File: src/rtl/rgb_frame_gen.sv
// rtl/rgb_frame_gen.sv - Test-pattern RGB frame generator with programmable blanking
//
// Produces complete frames of a selectable test pattern on the master side of
// the RGB pixel interface. Each output pixel carries registered RGB data, the
// line-active qualifier, a pixel strobe, an end-of-frame strobe and its X/Y
// coordinate. Horizontal and vertical blanking lengths are parameters.
//
// Ports:
//   clk          clock
//   reset        synchronous active-high reset
//   enable       run request, sampled in IDLE and at the end of VBLANK
//   hold         stall; freezes all counters and timers while high
//   pattern_sel  0 colour bars, 1 horizontal ramp, 2 vertical ramp, 3 solid
//   solid_color  {R,G,B} used by the solid pattern
//   oRed/oGreen/oBlue  pixel colour, zero whenever oValid is low
//   oValid       line-active qualifier
//   oPixelEn     one strobe per transferred pixel
//   oEof         end-of-frame strobe, coincident with the last pixel
//   oX/oY        coordinate of the current pixel, zero-extended
//   busy         high whenever the generator is not idle
//   frame_cnt    completed-frame counter, wraps naturally
module rgb_frame_gen #(
    parameter int IMG_WIDTH  = 640,
    parameter int IMG_HEIGHT = 480,
    parameter int H_BLANK    = 160,
    parameter int V_BLANK    = 1000
) (
    input  logic        clk,
    input  logic        reset,
    input  logic        enable,
    input  logic        hold,
    input  logic [1:0]  pattern_sel,
    input  logic [23:0] solid_color,
    output logic [7:0]  oRed,
    output logic [7:0]  oGreen,
    output logic [7:0]  oBlue,
    output logic        oValid,
    output logic        oPixelEn,
    output logic        oEof,
    output logic [31:0] oX,
    output logic [31:0] oY,
    output logic        busy,
    output logic [15:0] frame_cnt
);

    localparam int BAR_W     = IMG_WIDTH / 8;
    localparam int XW        = $clog2(IMG_WIDTH);
    localparam int YW        = (IMG_HEIGHT > 1) ? $clog2(IMG_HEIGHT) : 1;
    localparam int BLANK_MAX = (H_BLANK > V_BLANK) ? H_BLANK : V_BLANK;
    localparam int BW        = (BLANK_MAX > 1) ? $clog2(BLANK_MAX) : 1;
    localparam int PW        = (BAR_W > 1) ? $clog2(BAR_W) : 1;

    localparam logic [XW-1:0] X_LAST   = XW'(IMG_WIDTH - 1);
    localparam logic [YW-1:0] Y_LAST   = YW'(IMG_HEIGHT - 1);
    localparam logic [BW-1:0] H_LAST   = BW'(H_BLANK - 1);
    localparam logic [BW-1:0] V_LAST   = BW'(V_BLANK - 1);
    localparam logic [PW-1:0] BAR_LAST = PW'(BAR_W - 1);

    typedef enum logic [1:0] {IDLE, ACTIVE, HBLANK, VBLANK} state_t;

    state_t        state;
    logic [XW-1:0] xCnt;
    logic [YW-1:0] yCnt;
    logic [BW-1:0] blankCnt;
    logic [PW-1:0] barPos;
    logic [2:0]    barIdx;
    logic [1:0]    selLatch;
    logic [23:0]   colorLatch;

    logic          startFrame;
    logic          lineStart;
    logic          advance;
    logic          emit;
    logic [XW-1:0] emitX;
    logic [YW-1:0] emitY;
    logic [PW-1:0] emitBarPos;
    logic [2:0]    emitBarIdx;
    logic [1:0]    emitSel;
    logic [23:0]   emitColor;
    logic [7:0]    rampX;
    logic [7:0]    rampY;
    logic [23:0]   emitRgb;
    logic          emitEof;

    function automatic logic [23:0] barColor(input logic [2:0] idx);
        case (idx)
            3'd0:    return 24'hFFFFFF;
            3'd1:    return 24'hFFFF00;
            3'd2:    return 24'h00FFFF;
            3'd3:    return 24'h00FF00;
            3'd4:    return 24'hFF00FF;
            3'd5:    return 24'hFF0000;
            3'd6:    return 24'h0000FF;
            default: return 24'h000000;
        endcase
    endfunction

    // The registers always describe the pixel currently on the outputs, so
    // this block works out which pixel (if any) gets presented at the next edge.
    always_comb begin
        startFrame = !hold && enable &&
                     ((state == IDLE) || (state == VBLANK && blankCnt == V_LAST));
        lineStart  = startFrame || (!hold && state == HBLANK && blankCnt == H_LAST);
        advance    = !hold && state == ACTIVE && xCnt != X_LAST;
        emit       = lineStart || advance;

        emitX = lineStart ? '0 : xCnt + XW'(1);
        // y was already stepped when the line entered HBLANK
        emitY = startFrame ? '0 : yCnt;

        // Bar index tracked incrementally instead of dividing x by the bar width
        if (lineStart) begin
            emitBarPos = '0;
            emitBarIdx = 3'd0;
        end else if (barPos == BAR_LAST) begin
            emitBarPos = '0;
            emitBarIdx = barIdx + 3'd1;
        end else begin
            emitBarPos = barPos + PW'(1);
            emitBarIdx = barIdx;
        end

        // A new frame uses the live inputs; they are latched on the same edge
        emitSel   = startFrame ? pattern_sel : selLatch;
        emitColor = startFrame ? solid_color : colorLatch;
        rampX     = 8'(emitX);
        rampY     = 8'(emitY);

        case (emitSel)
            2'd0:    emitRgb = barColor(emitBarIdx);
            2'd1:    emitRgb = {3{rampX}};
            2'd2:    emitRgb = {3{rampY}};
            default: emitRgb = emitColor;
        endcase

        emitEof = (emitX == X_LAST) && (emitY == Y_LAST);
    end

    always_ff @(posedge clk) begin
        if (reset) begin
            state      <= IDLE;
            xCnt       <= '0;
            yCnt       <= '0;
            blankCnt   <= '0;
            barPos     <= '0;
            barIdx     <= 3'd0;
            selLatch   <= 2'd0;
            colorLatch <= 24'd0;
            oRed       <= 8'd0;
            oGreen     <= 8'd0;
            oBlue      <= 8'd0;
            oValid     <= 1'b0;
            oPixelEn   <= 1'b0;
            oEof       <= 1'b0;
            oX         <= 32'd0;
            oY         <= 32'd0;
            busy       <= 1'b0;
            frame_cnt  <= 16'd0;
        end else begin
            oPixelEn <= 1'b0;
            oEof     <= 1'b0;
            if (emit) begin
                state  <= ACTIVE;
                busy   <= 1'b1;
                xCnt   <= emitX;
                yCnt   <= emitY;
                barPos <= emitBarPos;
                barIdx <= emitBarIdx;
                if (startFrame) begin
                    selLatch   <= pattern_sel;
                    colorLatch <= solid_color;
                end
                {oRed, oGreen, oBlue} <= emitRgb;
                oValid   <= 1'b1;
                oPixelEn <= 1'b1;
                oEof     <= emitEof;
                oX       <= 32'(emitX);
                oY       <= 32'(emitY);
                if (emitEof) begin
                    frame_cnt <= frame_cnt + 16'd1;
                end
            end else if (!hold) begin
                case (state)
                    ACTIVE: begin
                        // Last pixel of the line has been shown; enter blanking
                        {oRed, oGreen, oBlue} <= 24'd0;
                        oValid   <= 1'b0;
                        blankCnt <= '0;
                        xCnt     <= '0;
                        if (yCnt == Y_LAST) begin
                            state <= VBLANK;
                        end else begin
                            state <= HBLANK;
                            yCnt  <= yCnt + YW'(1);
                        end
                    end
                    HBLANK: blankCnt <= blankCnt + BW'(1);
                    VBLANK: begin
                        if (blankCnt == V_LAST) begin
                            state <= IDLE;
                            busy  <= 1'b0;
                        end else begin
                            blankCnt <= blankCnt + BW'(1);
                        end
                    end
                    default: ;
                endcase
            end
        end
    end

endmodule

File: config.mk
export PLATFORM = sky130hd
export DESIGN_NAME = rgb_frame_gen
export DESIGN_NICKNAME = d
export VERILOG_FILES = /design/src/rtl/rgb_frame_gen.sv
export SDC_FILE = /design/constraint.sdc
export NUM_CORES = 1
export LEC_CHECK = 0
export CAP_MARGIN = 25
export CORE_ASPECT_RATIO = 1.2
export CORE_MARGIN = 3
export CORE_UTILIZATION = 55
export DETAILED_ROUTE_END_ITERATION = 6
export MAX_ROUTING_LAYER = met4
export PLACE_DENSITY_LB_ADDON = 0.15
export RECOVER_POWER = 25
export SLEW_MARGIN = 5
export SYNTH_ARGS = -nofsm -noshare
export SYNTH_HDL_FRONTEND = slang
export SYNTH_SLANG_ARGS = --single-unit
export TNS_END_PERCENT = 5
File: constraint.sdc
create_clock -name clk -period 5.2 [get_ports clk]
set_input_delay 1.04 -clock clk [delete_from_list [all_inputs] [get_ports clk]]
set_output_delay 1.04 -clock clk [all_outputs]
set_load 0.1 [all_outputs]
==> reports/metrics.yaml, run 1 <==
outcome:
  result_of_the_run: "complete, no violations"
worst_setup_path:
  timing_endpoint_of_the_critical_path: "frame_cnt[5]"
  criticalPathCategory: "in2reg"
  cp_common_cell: "a21oi_1"
  r2r-start: "xCnt[0]"
  r2r_cells: 7
  reg2reg_setup_slack_ns: 1.62
  path_delay_family: "simple AND/OR/NAND/NOR gates"
  cp_num_buf_inv: 1
  max_stage_delay_ns: 0.78
  startpoint_type: "primary input"
  crit_path_cell_trace: "dlygate4sd3_1, nor2b_1, nand2b_1, a21oi_1, nand4_1, or4_1, a21oi_1"
  cp_num_cells: 7
  timing.critical_path.from: "hold"
  worstPathRequired_ns: 5.55
  arrival_ns: 4.19
  critical_path.endpoint_type: "flop"
  critical_path.reg2reg.endpoint: "frame_cnt[5]"
  critical_path.slowest_cell: "nand4_1"
  cp_max_fo: 24
layout:
  most_frequent_cells_in_the_layout: "nand2_1 (134), dfxtp_1 (130), nor2_1 (84), a21oi_1 (81), dlygate4sd3_1 (46)"
  antennaDiodeCount: 0
  layout.area.seq_um2: 2600
  final_core_util: 0.690
  multiInputGateArea_um2: 3530
  layout.filler_cells: 1003
  final_area_um2: 8020
  layout-drive-gt1-share: 0.0658
  mostFrequentLayoutCell: "nand2_1"
  num-nets-final: 935
  area_growth_pct: 22.0
drt:
  count_of_nets_left_with_antenna_violations_after_detail_routing: 0
  route.detailed.vias_per_inst: 5.78
  detailroute.via_count: 6175
  routed_wirelength_um: 17300
  detailedRoute.firstIterationViolations: 457
  drc_errors: 0
  post_drt_wl_per_cell_um: 16.1
  first_pass_iters: 5
place:
  place_hpwl_um: 12000
  placedInstanceArea_um2: 7380
  place.port_buffers: 92
  dpl_worst_slack_ns: 1.30
  place.gp.congestion: 0.899
global_routing:
  track_usage: 0.266
  grt_max_degree: 87
  antenna_found_initial: 0
  number_of_global_route_vias_before_repair: 5791
  overflow: 0
  grt_first_pass_wirelength_um: 28100
die:
  die_span_in_y_um: 126
  core_region_area_um2: 11600
  die_width_um: 106
  die-area_um2: 13300
  core.rowCount: 43
  initial_utilization: 0.566
  io_pins: 138
clock_tree:
  postCtsResizedCells: 0
  tritoncts: "yes"
  cts-hold-fix-buffers: 0
  clkTransAtPathRegs_ns: 0.06
  cts-root-buf: "clkbuf_16"
  clock_path_buffers: 2
  cts.sink_count: 130
  clock_insertion_delay_at_the_later_pin_of_the_skew_report_ns: 0.42
  numCtsBuffers: 17
  cts_post_setup_buffers_inserted: 0
  h-tree-depth: 4
timing:
  maximum_clock_frequency_mhz: 260
  post-route-period-util: 0.739
  final.hold.worst_slack_ns: 0.451
  grt_setup_unrepaired: "no"
  finalHoldViolCount: 0
  clock-skew-final_ns: 0.00573
  worst_slew_margin_rel: 0.314
  worst_slack_ns: 1.36
  final.setup.tns_ns: 0
  final-max-slew-violation-count: 0
  min_period_ns: 3.84
  worstMarginPinSlew_ns: 1.02
  setup_viol: 0
flow_run:
  maxCapViolations: 0
logic_synthesis:
  postSynthCellCount: 834
  synth.cell_area_um2: 6580
  synth_seq_cells: 130
  postSynthAreaPerCell_um2: 7.89
  yosysSeqAreaShare: 0.396
  postSynth.topFlopCell: "dfxtp_1"
  yosysWarnings: 0
  synth_cell_type_count: 64
  asyncSetResetFlopFracSynth: 0
  synth_edf_count: 0
power:
  p_per_area_nw_per_um2: 365
  peakVddDrop_mv: 0.240
  p_leak_nw: 2.97
min_path:
  hold_path.startpoint: "oX[7]"
  hold_path.class: "reg2reg"
==> tightest hold or removal path: stages (launching register included) <==
cell and delay, ns:
dfxtp_1 0.30, nand2_1 0.05, a21oi_1 0.05
==> registers in the layout, indices dropped and copies added, names as in the netlist <==
| name | cells |
|---|---|
| barPos | 7 |
| state | 2 |
| oGreen | 8 |
| xCnt | 10 |
| blankCnt | 10 |
| oValid | 1 |
| oY | 9 |
| oBlue | 8 |
| yCnt | 9 |
| oRed | 8 |
| frame_cnt | 16 |
| barIdx | 3 |
| oPixelEn | 1 |
| busy | 1 |
| colorLatch | 24 |
| oX | 10 |
| selLatch | 2 |
| oEof | 1 |
==> cells by family (layout without fill, tap and decap cells) <==
group                      count (synthesis)  count (layout)  share of synthesized area
xor gates and xnor gates                  24              24                     0.0320
and+or+nand+nor                          350             350                      0.259
muxes                                      5               5                    0.00780
AOI/OAI and AO/OA                        210             210                      0.202
DFF                                      130             130                      0.396
buffers and inverters                    108             142                     0.0917
adders and majority gates                  6               6                     0.0114
other                                      1              45                   0.000570
==> stage by stage <==
step / instances / total power [mW]
after floorplan: 878 / 1.55
after global placement: 1034 / 1.64
after detailed placement: 1035 / 1.65
after CTS: 1067 / 2.95
after global routing: 1069 / 3.02
final: 1069 / 2.93
==> cell usage after synthesis (9+ instances only) <==
| cell type | n | area (µm²) |
|---|---|---|
| nand2_1 | 134 | 503 |
| dfxtp_1 | 130 | 2600 |
| nor2_1 | 85 | 319 |
| a21oi_1 | 81 | 405 |
| buf_4 | 47 | 353 |
| o21ai_0 | 44 | 220 |
| clkbuf_1 | 39 | 146 |
| a211oi_1 | 26 | 195 |
| nand3_1 | 26 | 130 |
| a22o_1 | 24 | 210 |
| o31ai_1 | 16 | 120 |
| nand4_1 | 15 | 93.8 |
| xor2_1 | 15 | 131 |
| or4_1 | 13 | 97.6 |
| buf_2 | 11 | 55.1 |
| and3_1 | 10 | 62.6 |
| nor3_1 | 10 | 50.1 |
| xnor2_1 | 9 | 78.8 |
==> worst min path at each step <==
stage / end / slack, ns / cells past startpoint
after floorplan: colorLatch[0] / 0.43 / 2
after global placement: colorLatch[1] / 0.44 / 2
after detailed placement: colorLatch[16] / 0.44 / 2
after CTS: colorLatch[23] / 0.45 / 2
after global routing: colorLatch[20] / 0.47 / 2
final: oX[7] / 0.45 / 2
==> final cells by class <==
cell class / count / share of cell area
repair buffers: 102 / 0.127
clock buffers: 18 / 0.0547
flip-flops and latches: 130 / 0.324
well taps: 157 / 0.0245
clock inverters: 14 / 0.0264
inverters: 8 / 0.00374
multi-input cells: 640 / 0.440
==> layer usage <==
layer,GRT usage,vias up,wire [µm]
met4,0.114,0,450
met2,0.439,227,8660
met1,0.314,2910,7060
met5,-,-,0
li1,-,2996,-
met3,0.0559,42,1090
==> where the power goes <==
group          leakage (nW)  internal, mW  switching [mW]
registers              1.06          1.04          0.0279
clock network         0.304         0.860           0.446
logic                  1.61         0.109           0.452
No activity file was read; power rests on OpenSTA's default activity.
==> run 2, diff against run 1 <==
--- a/config.mk
+++ b/config.mk
@@ -8,7 +8,7 @@
 export CAP_MARGIN = 25
 export CORE_ASPECT_RATIO = 1.2
 export CORE_MARGIN = 3
-export CORE_UTILIZATION = 55
+export CORE_UTILIZATION = 47
 export DETAILED_ROUTE_END_ITERATION = 6
 export MAX_ROUTING_LAYER = met4
 export PLACE_DENSITY_LB_ADDON = 0.15
==> constraint.sdc (replaced) <==
create_clock -name clk -period 3.4 [get_ports clk]
set_input_delay 0.68 -clock clk [delete_from_list [all_inputs] [get_ports clk]]
set_output_delay 0.68 -clock clk [all_outputs]
set_load 0.1 [all_outputs]
==> run 2 against run 1 <==
Compared with the run above:
- count of clock-buffer cells in the layout stayed put
- die area rose by 16%
- register-to-register slack worse by 1.0 ns
- via count is 1.5% lower
==> reports/metrics.yaml, run 2 (synthesized netlist as in run 1, its figures left out) <==
worst_setup_path:
  criticalPathCategory: "in2reg"
  cp_max_fo: 8
  worstPathRequired_ns: 3.72
  critical_path.slowest_cell: "o31ai_1"
  r2r-start: "xCnt[0]"
  max_stage_delay_ns: 0.90
  cp_num_buf_inv: 2
  path_delay_family: "compound AO/OA/AOI/OAI gates"
  critical_path.reg2reg.endpoint: "frame_cnt[10]"
  arrival_ns: 3.18
  critical_path.endpoint_type: "flop"
  crit_path_cell_trace: "dlygate4sd3_1, nor4b_1, buf_4, or2_0, o31ai_1, nand2_1, a22o_1"
  r2r_cells: 7
  startpoint_type: "primary input"
  reg2reg_setup_slack_ns: 0.60
power:
  p_leak_nw: 2.83
  design_power_total_mw: 4.54
  p_per_area_nw_per_um2: 575
  peakVddDrop_mv: 0.511
drt:
  detailedRoute.firstIterationViolations: 528
  count_of_nets_left_with_antenna_violations_after_detail_routing: 0
  post_drt_wl_per_cell_um: 16.0
  routed_wirelength_um: 17500
  first_pass_iters: 5
  detailroute.via_count: 6080
  drc_errors: 0
  route.detailed.vias_per_inst: 5.57
timing:
  clock-skew-final_ns: 0.00726
  worst_slew_margin_rel: 0.215
  final.hold.worst_slack_ns: 0.446
  final.setup.tns_ns: 0
  worst_slack_ns: 0.532
  grt_setup_unrepaired: "no"
  setup_viol: 0
  worstMarginPinSlew_ns: 1.18
  post-route-period-util: 0.843
  min_period_ns: 2.87
  finalHoldViolCount: 0
  final-max-slew-violation-count: 0
  maximum_clock_frequency_mhz: 349
layout:
  area_growth_pct: 20.1
  num-nets-final: 947
  most_frequent_cells_in_the_layout: "nand2_1 (134), dfxtp_1 (130), nor2_1 (85), a21oi_1 (80), clkdlybuf4s50_1 (50)"
  largest_reg_flops: 24
  layout-drive-gt1-share: 0.0779
  antennaDiodeCount: 0
  largest_registers: "colorLatch: 24 flops, frame_cnt: 16 flops"
  mostFrequentLayoutCell: "nand2_1"
  regMostFlops: "colorLatch"
min_path:
  hold_path.class: "reg2reg"
  worstHoldEndpoint: "colorLatch[0]"
  hold_path.startpoint: "colorLatch[0]"
  min_path_cells: 2
clock_tree:
  numCtsBuffers: 17
  clkTransAtPathRegs_ns: 0.06
  cts_post_setup_buffers_inserted: 0
  cts-root-buf: "clkbuf_16"
  cts-hold-fix-buffers: 0
  tritoncts: "yes"
  postCtsResizedCells: 0
  clock_path_buffers: 2
  h-tree-depth: 4
  cts.sink_count: 130
  clock_insertion_delay_at_the_later_pin_of_the_skew_report_ns: 0.43
global_routing:
  grt_max_degree: 54
  overflow: 0
  grt_first_pass_wirelength_um: 28400
  track_usage: 0.233
  antenna_found_initial: 0
  number_of_global_route_vias_before_repair: 5726
die:
  die_span_in_y_um: 136
  io_pins: 138
  die_width_um: 114
  core.rowCount: 46
  core_region_area_um2: 13500
  initial_utilization: 0.488
  die-area_um2: 15500
outcome:
  result_of_the_run: "complete, no violations"
place:
  place.gp.congestion: 0.871
  place.port_buffers: 92
  dpl_worst_slack_ns: 0.210
  place_hpwl_um: 12300
flow_run:
  maxCapViolations: 0
run 2: worst max-delay path by stage:
| stage | from | endpoint | slack [ns] | depth (start not counted) |
|---|---|---|---|---|
| finish | hold | oBlue[3] | 0.53 | 7 |
| global route | hold | barPos[6] | 0.31 | 7 |
| CTS | xCnt[0] | frame_cnt[10] | 0.60 | 7 |
| detailed placement | hold | oBlue[0] | 0.21 | 7 |
| global placement | hold | oBlue[5] | 0.24 | 7 |
| floorplan | frame_cnt[2] | frame_cnt[14] | 0.95 | 6 |
run 2: report_power, final:
part           switching (mW)  internal (mW)  total, mW
Combinational           0.693          0.177      0.869
Sequential             0.0426           1.58       1.63
Clock                   0.716           1.33       2.05
Total                    1.45           3.09       4.54
run 2: cell type report:
class | instances | area, µm²
Multi-Input combinational cell | 640 | 3540
Fill cell | 1281 | 5570
Inverter | 8 | 30.0
Tap cell | 168 | 210
Clock inverter | 14 | 226
Clock buffer | 18 | 439
Timing Repair Buffer | 114 | 853
Sequential cell | 130 | 2600
run 2: metrics by stage:
step,utilization,instances,instance area (µm²)
after global placement,0.550,1060,7400
final,0.587,1092,7900
after floorplan,-,878,6740
after detailed placement,0.550,1060,7400
after global routing,0.587,1092,7900
after CTS,0.599,1092,8070
run 2: per-layer routing:
metal	part of all wire	global-route usage	up-vias
met5	0	-	-
met4	0.022	0.0904	0
met1	0.43	0.286	2860
li1	-	-	3010
met2	0.49	0.381	182
met3	0.053	0.0420	28
run 2: worst register-to-register path: stages (launching register included):
cell and delay, ns:
dfxtp_1 0.49, ha_1 0.33, nand4_2 0.21, or3_4 0.40
a21oi_4 0.25, nand4_4 0.30, or4_1 0.57, a21oi_1 0.18
